`src/rtl/button_conditioner_if.sv`:
```
// Button-side signal bundle: raw button in, conditioned level and edge pulses out.
// No valid/ready handshake: btn_in is a free-running level and each pulse is a one-cycle strobe.
interface button_conditioner_if;
  logic btn_in;
  logic btn_level;
  logic press_pulse;
  logic release_pulse;

  modport master (
    output btn_in,
    input  btn_level,
    input  press_pulse,
    input  release_pulse
  );

  modport slave (
    input  btn_in,
    output btn_level,
    output press_pulse,
    output release_pulse
  );
endinterface

```
`src/rtl/button_conditioner.sv`:
```
// Synchronizes and debounces a raw push-button, producing a clean level
// plus single-cycle press/release strobes.
module button_conditioner #(
  parameter int DEBOUNCE_CYCLES = 1000000,
  parameter int CNT_W           = $clog2(DEBOUNCE_CYCLES)
) (
  input  logic                clk,
  input  logic                reset,
  button_conditioner_if.slave bus,
  output logic [1:0]          o_dbg_state
);

  typedef enum logic [1:0] {
    IDLE         = 2'd0,
    PRESS_WAIT   = 2'd1,
    PRESSED      = 2'd2,
    RELEASE_WAIT = 2'd3
  } state_t;

  localparam logic [CNT_W-1:0] CNT_MAX = CNT_W'(DEBOUNCE_CYCLES - 1);

  logic             r_sync1;
  logic             r_btn_s;
  state_t           r_state;
  logic [CNT_W-1:0] r_cnt;
  logic             r_btn_level;
  logic             r_press_pulse;
  logic             r_release_pulse;

  state_t           w_state_next;
  logic [CNT_W-1:0] w_cnt_next;
  logic             w_level_next;
  logic             w_press_next;
  logic             w_release_next;

  always_ff @(posedge clk or negedge reset) begin
    if (!reset) begin
      r_sync1 <= 1'b0;
      r_btn_s <= 1'b0;
    end else begin
      r_sync1 <= bus.btn_in;
      r_btn_s <= r_sync1;
    end
  end

  always_ff @(posedge clk or negedge reset) begin
    if (!reset) begin
      r_state         <= IDLE;
      r_cnt           <= '0;
      r_btn_level     <= 1'b0;
      r_press_pulse   <= 1'b0;
      r_release_pulse <= 1'b0;
    end else begin
      r_state         <= w_state_next;
      r_cnt           <= w_cnt_next;
      r_btn_level     <= w_level_next;
      r_press_pulse   <= w_press_next;
      r_release_pulse <= w_release_next;
    end
  end

  // Any disagreement during a wait state aborts and restarts the whole window.
  always_comb begin
    w_state_next   = r_state;
    w_cnt_next     = r_cnt;
    w_press_next   = 1'b0;
    w_release_next = 1'b0;
    case (r_state)
      IDLE: begin
        if (r_btn_s) begin
          w_state_next = PRESS_WAIT;
          w_cnt_next   = '0;
        end
      end
      PRESS_WAIT: begin
        if (!r_btn_s) begin
          w_state_next = IDLE;
          w_cnt_next   = '0;
        end else if (r_cnt == CNT_MAX) begin
          w_state_next = PRESSED;
          w_cnt_next   = '0;
          w_press_next = 1'b1;
        end else begin
          w_cnt_next = r_cnt + 1'b1;
        end
      end
      PRESSED: begin
        if (!r_btn_s) begin
          w_state_next = RELEASE_WAIT;
          w_cnt_next   = '0;
        end
      end
      RELEASE_WAIT: begin
        if (r_btn_s) begin
          w_state_next = PRESSED;
          w_cnt_next   = '0;
        end else if (r_cnt == CNT_MAX) begin
          w_state_next   = IDLE;
          w_cnt_next     = '0;
          w_release_next = 1'b1;
        end else begin
          w_cnt_next = r_cnt + 1'b1;
        end
      end
      default: begin
        w_state_next = IDLE;
        w_cnt_next   = '0;
      end
    endcase
    w_level_next = (w_state_next == PRESSED) || (w_state_next == RELEASE_WAIT);
  end

  assign bus.btn_level     = r_btn_level;
  assign bus.press_pulse   = r_press_pulse;
  assign bus.release_pulse = r_release_pulse;
  assign o_dbg_state       = r_state;

endmodule

```
`src/flat_wrapper.sv`:
```
// flat-port wrapper written by rule: the top's interface ports become plain ports
module button_conditioner_flat 
#(
  parameter int DEBOUNCE_CYCLES = 1000000,
  parameter int CNT_W           = $clog2(DEBOUNCE_CYCLES)
)
  (clk, reset, o_dbg_state, bus_btn_in, bus_btn_level, bus_press_pulse, bus_release_pulse);
  button_conditioner_if bus_i ();
  input  logic clk;
  input  logic reset;
  output logic [1:0] o_dbg_state;
  input wire logic [$bits(bus_i.btn_in)-1:0] bus_btn_in;
  output wire logic [$bits(bus_i.btn_level)-1:0] bus_btn_level;
  output wire logic [$bits(bus_i.press_pulse)-1:0] bus_press_pulse;
  output wire logic [$bits(bus_i.release_pulse)-1:0] bus_release_pulse;
  assign bus_i.btn_in = bus_btn_in;
  assign bus_btn_level = bus_i.btn_level;
  assign bus_press_pulse = bus_i.press_pulse;
  assign bus_release_pulse = bus_i.release_pulse;
  button_conditioner #(.DEBOUNCE_CYCLES(DEBOUNCE_CYCLES), .CNT_W(CNT_W)) u_core (.clk(clk), .reset(reset), .bus(bus_i), .o_dbg_state(o_dbg_state));
endmodule
```
`config.mk`:
```
export PLATFORM = sky130hd
export DESIGN_NAME = button_conditioner_flat
export DESIGN_NICKNAME = d
export VERILOG_FILES = /design/src/rtl/button_conditioner_if.sv /design/src/rtl/button_conditioner.sv /design/src/flat_wrapper.sv
export SDC_FILE = /design/constraint.sdc
export NUM_CORES = 1
export LEC_CHECK = 0
export ABC_AREA = 1
export BUFFER_PORTS_ARGS = -buffer_cell sky130_fd_sc_hd__buf_2
export CAP_MARGIN = 40
export CORE_MARGIN = 2
export CORE_UTILIZATION = 60
export CTS_CLUSTER_DIAMETER = 50
export DETAILED_ROUTE_END_ITERATION = 7
export PLACE_DENSITY_LB_ADDON = 0.12
export SLEW_MARGIN = 0
export SYNTH_ARGS = -nofsm -noshare
export SYNTH_HDL_FRONTEND = slang
export SYNTH_SLANG_ARGS = --single-unit
```
`constraint.sdc`:
```
create_clock -name clk -period 1.55 [get_ports clk]
set_input_delay 0.2325 -clock clk [delete_from_list [all_inputs] [get_ports clk]]
set_output_delay 0.2325 -clock clk [all_outputs]
set_load 0.02 [all_outputs]
```
==> flow_metrics.py <==
metrics = {
    "run_status": {
        "status": "completed",
    },
    "worst_setup_path": {
        "r2r_cells": 7,
        "crit_path_end_kind": "flop",
        "r2r-start": "u_core.r_cnt[13]",
        "cp.required_ns": 1.80,
        "critPathMaxFanout": 8,
        "start_kind": "flop",
        "r2r-end": "u_core.r_cnt[1]",
        "cp-startpoint": "u_core.r_cnt[13]",
        "path_class": "flop to flop",
        "r2r_slack_ns": 0.1,
        "crit_path_end": "u_core.r_cnt[1]",
        "crit_arrival_ns": 1.70,
    },
    "cells_and_area": {
        "syn2layout_area_growth_pct": 11.8,
        "drive_above_1_share": 0.209,
        "fin_nets": 216,
        "final_design_area_no_fill_um2": 1740,
        "insertedDiodeCount": 0,
        "layout.cells.non_filler": 241,
    },
    "pwr": {
        "total_power_w": 0.00112,
        "pwr-share-seq": 0.641,
        "p_int_w": 0.000846,
        "vdd_drop_max_mv": 0.715,
        "p_sw_w": 0.000276,
        "pwr_density_cell_nw_per_um2": 646,
        "total_leakage_power_nw": 0.812,
        "switching_share": 0.246,
        "clkPwrFrac": 0.282,
        "power_frac_comb": 0.077,
    },
    "grt": {
        "antenna_found_initial": 0,
        "overflow": 0,
        "grt_max_degree": 28,
        "grt_pass1_wl_mm": 5.65,
        "grt_pass1_vias": 1313,
        "grt_usage": 0.260,
    },
    "sta": {
        "clock_skew_ns": 0.00708,
        "fin_tns_setup_ns": 0,
        "fin_crit_sh": 0.937,
        "worst_pin_slew_ns": 0.594,
        "fin_crit_ns": 1.45,
        "finalWorstSetupSlack_ns": 0.0973,
        "slew_violations": 0,
        "rsz0062_at_grt": "true",
        "finalSetupViolCount": 0,
        "finalHoldViolCount": 0,
        "maxSlewHeadroom": 0.604,
        "max_freq_mhz": 688,
    },
    "die": {
        "die_h_um": 54.9,
        "initial_core_util": 0.633,
        "die_width_um": 54.9,
        "coreArea_um2": 2450,
        "ioPinCount": 8,
        "num_rows": 18,
        "die-area_um2": 3010,
    },
    "synthesis": {
        "synthFlopType": "dfrtp_1",
        "synth.area.top_cells": "dfrtp_1 43%, nand2_1 13%, xor2_1 5.1%, inv_1 4.8%, nand3_1 4.8%",
        "synth_top_area_cell": "dfrtp_1",
        "yosys_register_bits": 27,
        "yosysSeqAreaShare": 0.435,
        "synth_cell_types": 29,
        "synthTopCellsByCount": "53 x nand2_1, 27 x dfrtp_1, 20 x inv_1",
        "synth.cell_area_um2": 1550,
        "yosys_warnings": 0,
        "synth_edf_count": 0,
        "synth_most_common_cell": "nand2_1",
        "synthCells": 192,
        "async_flop_share": 1.00,
        "syn-num-nets": 196,
        "netlist.area_leader.share": 0.435,
        "postSynthAreaPerCell_um2": 8.09,
    },
    "routing": {
        "vias": 1307,
        "ant_nets": 0,
        "drtIter0Drc": 45,
        "wl_mm": 3.17,
        "viasPerCell": 5.42,
        "drt-pass1-iter-count": 4,
        "route.detailed.drc": 0,
        "wl_per_cell_um": 13.1,
    },
    "clock_network": {
        "clkTransAtPathRegs_ns": 0.15,
        "cts_buffers": 3,
        "htree_levels": 1,
        "cts_sinks": 27,
        "cts-root-buf": "clkbuf_4",
        "cts_tree": "done",
        "clockBufferDepth": 2,
        "clkLatencyLatePin_ns": 0.34,
    },
    "hold_path": {
        "worst_hold_path_type": "flop to flop",
        "hold_path_depth": 0,
    },
    "run": {
        "cap_violations": 0,
    },
    "placement": {
        "dpl_cell_area_um2": 1640,
        "gp_congestion": 0.887,
        "dpl_worst_slack_ns": 0.0157,
        "hpwl_mm": 2.34,
        "place_inst": 230,
        "numPortBuffers": 7,
    },
}
logic make-up (layout without fill, tap and decap cells):
kind of cell	Yosys count	count (layout)	synth area share
AND/OR/NAND/NOR	105	105	0.340
flip-flops	27	27	0.435
AO/OA/AOI/OAI	23	23	0.0918
adder cells (fa/ha/maj)	1	1	0.00805
XOR/XNOR	10	10	0.0564
buffers and inverters	26	45	0.0692
placed cells by master (no fill, tap or decap), types with 2 or more instances in the layout:
master,netlist,final
dfrtp_1,27,27
o22ai_1,5,5
inv_2,3,3
o21bai_1,3,3
nand4_1,3,3
nand3_1,15,15
a21oi_1,3,3
clkbuf_4,0,3
inv_1,20,20
dlygate4sd3_1,0,2
xor2_1,9,9
o21ai_1,8,8
nand3_2,2,2
nor2_4,5,5
o21ai_0,3,3
buf_2,2,7
buf_4,0,8
nand2_4,2,2
nor2_1,13,12
nor2_2,5,6
nand2_1,53,53
power by group through the flow:
stage / registers, W / logic, W / clock network (W)
after floorplan: 0.000734 / 0.0000362 / 0
after global placement: 0.000731 / 0.0000680 / 0
after detailed placement: 0.000732 / 0.0000701 / 0
after CTS: 0.000719 / 0.0000829 / 0.000318
after global routing: 0.000720 / 0.0000979 / 0.000345
final: 0.000719 / 0.0000868 / 0.000316
routing by layer:
metal | GRT usage | vias up | wire length (um)
met5 | 0 | - | 0
met2 | 0.437 | 41 | 1510
met1 | 0.330 | 605 | 1430
met4 | 0.114 | 0 | 66
li1 | - | 652 | -
met3 | 0.0430 | 9 | 164
registers in the layout (all words and copies together), names as in the netlist:
signal,cells
u_core.bus.btn_level,1
u_core.bus.press_pulse,1
u_core.bus.release_pulse,1
u_core.o_dbg_state,2
u_core.r_btn_s,1
u_core.r_cnt,20
u_core.r_sync1,1
worst max-delay path, cell delays in order, from the launching register on:
cell	delay [ns]
dfrtp_1	0.46
or2_1	0.27
nor2_1	0.14
nand3_2	0.13
nand2_4	0.14
inv_2	0.09
nand2_1	0.07
o21ai_1	0.06
final cells by class:
| cell class | instances | area (um^2) |
|---|---|---|
| sequential | 27 | 676 |
| fill | 199 | 717 |
| clock inverter | 1 | 5.00 |
| inverter | 23 | 86.3 |
| multi-input combinational | 139 | 776 |
| timing repair buffer | 18 | 135 |
| tap | 30 | 37.5 |
| clock buffer | 3 | 22.5 |
timing repair:
action	CTS	global route
buffers inserted	3	2
pin swaps	1	2
hold endpoints to repair	28	0
endpoints found under the setup margin	1	21
resized for setup	0	2
hold buffers	2	0
per-stage QoR:
step	hold WS (ns)	util
floorplan	-0.0631	-
global placement	0.258	0.666
detailed placement	0.274	0.666
CTS	0.369	0.700
global route	0.372	0.708
finish	0.366	0.708
worst min-delay path by stage:
stage,slack [ns],start,to
final,0.37,u_core.r_sync1,u_core.r_btn_s
after global routing,0.37,u_core.r_sync1,u_core.r_btn_s
after CTS,0.37,u_core.r_sync1,u_core.r_btn_s
after detailed placement,0.27,reset,u_core.bus.press_pulse
after global placement,0.26,reset,u_core.o_dbg_state[1]
after floorplan,-0.06,reset,u_core.bus.btn_level
Note: power is estimated with default switching activity, not from simulation.
